--- src/rtl/onehot_rr_arbiter.sv ---
// rtl/onehot_rr_arbiter.sv - one-hot round-robin arbiter with valid/ready handshake
//
// Purpose: picks one requester per cycle, starting the search at a one-hot
// priority position (internal round-robin pointer, or prio_i when ExtPrio=1)
// and wrapping from NumIn-1 down to 0. The selection is offered downstream on
// valid_o/onehot_o. gnt_o reports the requester whose handshake completed.
//
// Optional feature macro: ONEHOT_RR_ARBITER_LOCK_EN
//   defined   : a stalled selection (valid_o & !ready_i) is locked and held
//               until it is accepted, even if higher-priority requests arrive.
//   undefined : the selection is recomputed every cycle.
//
// Ports:
//   clk_i    - clock, all state updates on the rising edge
//   rst_i    - synchronous active-high reset
//   req_i    - per-requester request
//   prio_i   - one-hot priority start (used only when ExtPrio=1)
//   gnt_o    - per-requester acknowledge, set for the handshake cycle only
//   valid_o  - a selection is offered downstream
//   ready_i  - downstream accepts the offered selection
//   onehot_o - one-hot selected requester, zero when valid_o=0

module onehot_rr_arbiter #(
   parameter int NumIn   = 4,
   parameter int ExtPrio = 0
) (
   input  logic             clk_i,
   input  logic             rst_i,
   input  logic [NumIn-1:0] req_i,
   input  logic [NumIn-1:0] prio_i,
   output logic [NumIn-1:0] gnt_o,
   output logic             valid_o,
   input  logic             ready_i,
   output logic [NumIn-1:0] onehot_o
);

   generate
      if (NumIn == 1) begin : g_single
         // A single requester needs no pointer and no lock.
         logic unused_single;

         assign onehot_o      = req_i;
         assign valid_o       = req_i[0];
         assign gnt_o         = req_i & {ready_i};
         assign unused_single = ^{clk_i, rst_i, prio_i};
      end else begin : g_multi
         logic [NumIn-1:0] rr_q, rr_d;
         logic [NumIn-1:0] pri;
         logic [NumIn-1:0] hi_mask;
         logic [NumIn-1:0] req_hi;
         logic [NumIn-1:0] req_pick;
         logic [NumIn-1:0] arb_sel;
         logic [NumIn-1:0] sel;
         logic             handshake;

         // Round-robin pick: prefer the lowest request at or above the
         // priority bit; if none, wrap and take the lowest request overall.
         // pri - 1 sets every bit below the priority bit, so its complement
         // masks the "at or above" region.
         always_comb begin
            pri      = (ExtPrio != 0) ? prio_i : rr_q;
            hi_mask  = ~(pri - NumIn'(1));
            req_hi   = req_i & hi_mask;
            req_pick = (|req_hi) ? req_hi : req_i;
            arb_sel  = req_pick & (~req_pick + NumIn'(1));
         end

`ifdef ONEHOT_RR_ARBITER_LOCK_EN
         typedef enum logic {
            ST_IDLE   = 1'b0,
            ST_LOCKED = 1'b1
         } state_e;

         state_e           state_q, state_d;
         logic [NumIn-1:0] lock_q, lock_d;
         logic             lock_hit;

         always_comb begin
            // The lock only applies while its requester is still asking;
            // a dropped request falls back to fresh arbitration this cycle
            // and releases the lock.
            lock_hit = (state_q == ST_LOCKED) && (|(lock_q & req_i));
            sel      = lock_hit ? lock_q : arb_sel;
            state_d  = ST_IDLE;
            lock_d   = '0;
            if ((state_q == ST_LOCKED) && !lock_hit) begin
               state_d = ST_IDLE;
               lock_d  = '0;
            end else if (valid_o && !ready_i) begin
               state_d = ST_LOCKED;
               lock_d  = sel;
            end
         end

         always_ff @(posedge clk_i) begin
            if (rst_i) begin
               state_q <= ST_IDLE;
               lock_q  <= '0;
               rr_q    <= NumIn'(1);
            end else begin
               state_q <= state_d;
               lock_q  <= lock_d;
               rr_q    <= rr_d;
            end
         end

`ifndef SYNTHESIS
         a_lock_held: assert property (@(posedge clk_i) disable iff (rst_i)
            (state_q == ST_LOCKED) |-> (|(lock_q & req_i)))
            else $error("locked request dropped before handshake");
`endif
`else
         assign sel = arb_sel;

         always_ff @(posedge clk_i) begin
            if (rst_i) begin
               rr_q <= NumIn'(1);
            end else begin
               rr_q <= rr_d;
            end
         end
`endif

         assign valid_o   = |req_i;
         assign onehot_o  = valid_o ? sel : '0;
         assign handshake = valid_o & ready_i;
         assign gnt_o     = handshake ? onehot_o : '0;

         // After a handshake the pointer moves to the bit after the winner,
         // a rotate-left of the one-hot grant. External priority freezes it.
         always_comb begin
            rr_d = rr_q;
            if (handshake && (ExtPrio == 0)) begin
               rr_d = {onehot_o[NumIn-2:0], onehot_o[NumIn-1]};
            end
         end
      end
   endgenerate

`ifndef SYNTHESIS
   a_onehot0: assert property (@(posedge clk_i) $onehot0(onehot_o))
      else $error("onehot_o has more than one bit set");
   a_gnt_subset: assert property (@(posedge clk_i) ((gnt_o & ~req_i) == '0))
      else $error("gnt_o set for an idle requester");
`endif

endmodule

--- config.mk ---
export PLATFORM = sky130hd
export DESIGN_NAME = onehot_rr_arbiter
export DESIGN_NICKNAME = d
export VERILOG_FILES = /design/src/rtl/onehot_rr_arbiter.sv
export SDC_FILE = /design/constraint.sdc
export NUM_CORES = 1
export LEC_CHECK = 0
export BUFFER_PORTS_ARGS = -buffer_cell sky130_fd_sc_hd__buf_4
export CAP_MARGIN = 20
export CORE_AREA = 2 2 39 41
export CTS_CLUSTER_SIZE = 30
export DETAILED_ROUTE_END_ITERATION = 10
export DIE_AREA = 0 0 41 43
export PLACE_DENSITY = 0.57
export SLEW_MARGIN = 10
export SYNTH_ARGS = -nofsm -noshare
export SYNTH_HDL_FRONTEND = slang
export SYNTH_SLANG_ARGS = --single-unit
export TNS_END_PERCENT = 10
--- constraint.sdc ---
create_clock -name clk_i -period 4 [get_ports clk_i]
set_clock_uncertainty 0.05 [all_clocks]
set_input_delay 0.6 -clock clk_i [delete_from_list [all_inputs] [get_ports clk_i]]
set_output_delay 0.6 -clock clk_i [all_outputs]
set_load 0.05 [all_outputs]
# After elaboration in Yosys (flattened, before gate mapping)
# Cells that the tools add are included.
word_totals:
  reg_bits: 4
  latchBits: 0
  ram_bits: 0
  rom_bits: 0
  inputBits: 11
  out_inout_bits: 9
  mem_count: 0
classes:
  n_addsub: 2
  n_mul: 0
  div: 0
  order_cmp: 0
  eq_ne: 0
  shifts: 0
  mux: 3
  bitwise: 5
  n_reduce_logical: 2
ops:
  columns: ["cell", "count"]
  rows:
  - ["4-bit two-way mux", 3]
  - ["4-bit bitwise AND", 2]
  - ["4-bit inverter", 2]
  - ["4-bit OR reduction", 2]
  - ["4-bit by 1-bit adder with 4-bit output, second input constant", 1]
  - ["4-bit by 1-bit subtractor with 4-bit output, second input constant", 1]
  - ["1-bit bitwise AND", 1]

# Longest topological paths before layout
logic_depth:
  depth_word: 10
  ltp_mapped: 6
  mapped_depth_nobuf: 6

# Worst setup path after synthesis
# No wires, ideal clock.
synth_path:
  path_kind: "register -> output"
  start: "reg g_multi.rr_q[0] (netlist: g_multi.pri[0])"
  end: "out gnt_o[1]"
  arrival_time_ns: 2.449
  path_slack_ns: 0.901
  path_stages_with_launch: 7
  cell_sequence: "dfxtp_1 inv_1 ha_1 xnor2_1 a221o_1 o21ai_4 nor3_1"
synth_via:
  elab_chain_cells: 10
synth_lines:
  columns: ["element", "line_no", "source"]
  rows:
  - ["start, declared", "47", "logic [NumIn-1:0] rr_q, rr_d;"]
  - ["start signal, assigned", "117", "rr_q <= NumIn'(1);"]
  - ["start signal, assigned", "119", "rr_q <= rr_d;"]
  - ["4-bit by 1-bit subtractor with 4-bit output (*)", "62", "hi_mask = ~(pri - NumIn'(1));"]
  - ["4-bit inverter (*)", "62", null]
  - ["4-bit bitwise AND (*)", "63", "req_hi = req_i & hi_mask;"]
  - ["4-bit OR reduction", "64", "req_pick = (|req_hi) ? req_hi : req_i;"]
  - ["4-bit two-way mux (*)", "64", null]
  - ["4-bit inverter", "65", "arb_sel = req_pick & (~req_pick + NumIn'(1));"]
  - ["4-bit by 1-bit adder with 4-bit output", "65", null]
  - ["4-bit bitwise AND (*)", "65", null]
  - ["4-bit two-way mux (*)", "125", "assign onehot_o = valid_o ? sel : '0;"]
  - ["4-bit two-way mux (*)", "127", "assign gnt_o = handshake ? onehot_o : '0;"]
  - ["end, declared", "31", "output logic [NumIn-1:0] gnt_o,"]
# Every way passes the cells marked *; elsewhere a longest branch is shown, timed or not.

# Worst setup path after layout
layout_path:
  start: "reg g_multi.rr_q[0] (netlist: g_multi.pri[0])"
  end: "out gnt_o[0]"
# The elaborated chain is that of the path after synthesis.

==> summary.txt <==
Status
  • Status: finished, final reports clean

Worst setup path
  • WP buf/inv: 2
  • Worst EP arrival: between 2000 and 2500 ps
  • WP data required: about 3400 ps
  • Crit-path max cell delay: about 400 ps
  • Worst path cell trace: inv_1, ha_1, xnor2_1, a221o_1, o21ai_4, nor2b_1, buf_4
  • Max FO, Critical Path: 10
  • CP max stage cell: dfxtp_1
  • CP endpoint kind: primary output
  • Crit Path Class: flip-flop to primary output
  • Critical Path Source Type: flip-flop
  • CP delay by family, top: compound AO/OA/AOI/OAI gates

GRT
  • Vias in the first global route: about 380
  • GRT Residual Overflow: 0
  • Largest net degree at the start of global routing: 12
  • GRT busiest layer: met1
  • Met1 Use GR: 0.184
  • Total track usage: 0.130
  • First-pass GRT wire length: between 1500 and 2000 um
  • Met2 Track Usage GR: 0.175
  • Initial antenna violation count: 0
  • Met3 Use GR: 0.0366

Timing
  • Final worst path period need: about 2800 ps
  • RSZ-0062 raised after global routing: false
  • Pins Over Slew Limit: 0
  • Final Worst Setup Slack: approximately 1200 ps
  • Slew @ Worst Pin: ~420 ps
  • Worst slew margin: 0.717
  • Max Fclk: approximately 0.36 GHz
  • Tcrit/Tclk final: 0.697
  • Setup_tns: 0 ps
  • Final Hold Vio Count: 0
  • # setup viols final: 0

Floorplan
  • Die width: just over 40 um
  • Die Y: ~43 um
  • Core Footprint: 1380 sq um
  • Row cnt: 14
  • Die area: about 1800 sq um
  • Starting density of the core: 0.301
  • Ports: 20

Yosys
  • Post-synthesis compound-gate area fraction: 0.405
  • Synth top area cells: dfxtp_1 (19%), inv_1 (5.4%), mux2i_4 (5.4%)
  • Largest family of logic cells by synthesized area: compound AO/OA/AOI/OAI gates
  • Sequential share of the synthesized area: 0.192
  • Yosys top cell area share: 0.192
  • Synthesized instance count: a little over 50
  • Post-synth EDFFs: 0
  • Post-Synth Simple-Gate Area: 0.222
  • Synth Register Bits: 4
  • Commonest cells post-synth: inv_1 (6), dfxtp_1 (4), a21oi_1 (3), nor2_1 (3), nor3_1 (3)
  • Post-synthesis xor/xnor area fraction: 0.0210
  • Most frequent cell after synthesis: inv_1
  • Net Count, Synth: 63
  • Adder-cell area share of the yosys netlist: 0.0300
  • Ys async rst share: 0
  • Synth cell types: 31
  • Largest area contributor in the netlist: dfxtp_1
  • Synthesized area: 417 sq um
  • Post-synthesis average cell area: roughly 8.2 sq um
  • Post-synthesis mux area share: 0.0541
  • Top_reg_cell synth: dfxtp_1
  • Synth warnings: 0

Detailed routing
  • Wire length per cell: about 12 um
  • DR DRC count: 0
  • Via density: approximately 5.3
  • Final wirelength: slightly below 1000 um
  • DR pass1 iterations: 2
  • Vias: roughly 440
  • Post-route ant nets: 0
  • DRT iter0 DRCs: 3

Power and ir drop
  • Internal: between 100 and 150 uW
  • Power Dens Cells: about 340 nW/um^2
  • Share of total power in sequential cells: 0.241
  • Sw Share: 0.421
  • Logic pwr share: 0.520
  • P_leak: approximately 0.26 nW
  • Switching pwr: 82.1 uW
  • Max VDD drop: roughly 0.00018 V
  • Tot Pwr: just under 200 uW
  • Clock power frac: 0.239

Clocking
  • H-tree lvl count: 1
  • # Post-CTS Setup Buffers: 0
  • CTS tree: yes
  • CTS Buf Count: 3
  • CTS Buffer Depth: 2
  • Sink Count: 4
  • Clk Latency, worst-skew pair: approximately 230 ps
  • Register clock-pin slew on the reported worst setup and hold paths: about 40 ps
  • Root Buffer: clkbuf_4
  • CTS Hold Bufs: 0
  • PostCTS Resize Cnt: 0

Placed design
  • IO buf count: 15
  • Post-DP HPWL: between 700 and 800 um
  • Routability-driven placement congestion ratio: 0.673
  • Place WS: 1470 ps

Layout
  • Share of layout cells above drive strength 1: 0.353
  • Fill count: 135
  • Nets: between 80 and 90
  • N_diodes: 0
  • Max FFs per register: 4
  • P&R area growth vs syn: 36.9%

Flow run
  • MaxCap Viol Count: 0

Min path
  • Hold crit path type: flip-flop to flip-flop
[area by class of cell]
type,instances,area (sq um),area share
well taps,16,20.0,0.0351
inverters,6,22.5,0.0395
clock buffers,3,22.5,0.0395
repair buffers,16,120,0.211
flip-flops and latches,4,80.1,0.140
multi-input cells,39,305,0.535
[cell usage in the layout, fill, tap and decap left out, drive strengths merged]
cell type / netlist / routed
a211oi: 1 / 1
a21oi: 3 / 3
a221o: 2 / 2
a22oi: 1 / 1
a2bb2oi: 1 / 1
buf: 1 / 16
clkbuf: 1 / 3
dfxtp: 4 / 4
ha: 1 / 1
inv: 6 / 6
mux2i: 1 / 1
nand2: 2 / 2
nand2b: 1 / 1
nand3: 1 / 1
nand3b: 2 / 2
nor2: 3 / 3
nor2b: 1 / 1
nor3: 3 / 3
nor3b: 1 / 1
o211a: 2 / 2
o211ai: 1 / 1
o21a: 2 / 2
o21ai: 4 / 4
o311a: 1 / 1
o31ai: 1 / 1
o41ai: 1 / 1
or3: 1 / 1
or4: 1 / 1
xnor2: 1 / 1
[logic make-up after synthesis]
logic type,Yosys count
AO/OA/AOI/OAI,20
AND/OR/NAND/NOR,16
buffers and inverters,8
flip-flops,4
XOR/XNOR,1
multiplexers,1
adder cells (fa/ha/maj),1
[path summary, 6_finish.rpt]
kind                        from        endpoint  slack [ps]  depth (start not counted)
setup / recovery  g_multi.pri[0]        gnt_o[0]        1210                          7
hold / removal    g_multi.pri[2]  g_multi.pri[2]         490                          2
setup reg to reg  g_multi.pri[0]  g_multi.pri[0]        2190                          6
hold reg to reg   g_multi.pri[2]  g_multi.pri[2]         490                          2
[worst min-delay path, delay by kind of cell, from the launching register on]
family	cells	cell delay (ps)
flip-flops	1	340
AND/OR/NAND/NOR	1	90
AO/OA/AOI/OAI	1	60
[metal layers]
layer / part of all wire / vias to the layer above
li1: - / 232
met1: 0.47 / 194
met2: 0.44 / 16
met3: 0.091 / 0
met4: 0 / 0
met5: 0 / -
[power groups by stage]
stage                     registers [mW]  clock network (mW)  logic (mW)
final                             0.0471              0.0467       0.101
after global routing              0.0476              0.0516       0.109
after CTS                         0.0472              0.0484       0.102
after detailed placement          0.0478                   0       0.102
after floorplan                   0.0466                   0      0.0750
after global placement            0.0476                   0       0.102
[per-stage QoR]
stage / hold WS, ps / instances / util / cell area [sq um]
2_1_floorplan: 441 / 51 / - / 417
3_3_place_gp: 468 / 81 / 0.396 / 548
3_5_place_dp: 478 / 81 / 0.396 / 548
6_report: 489 / 84 / 0.412 / 571
4_1_cts: 483 / 84 / 0.412 / 571
5_1_grt: 503 / 84 / 0.412 / 571
Note: power is estimated with default switching activity, not from simulation.
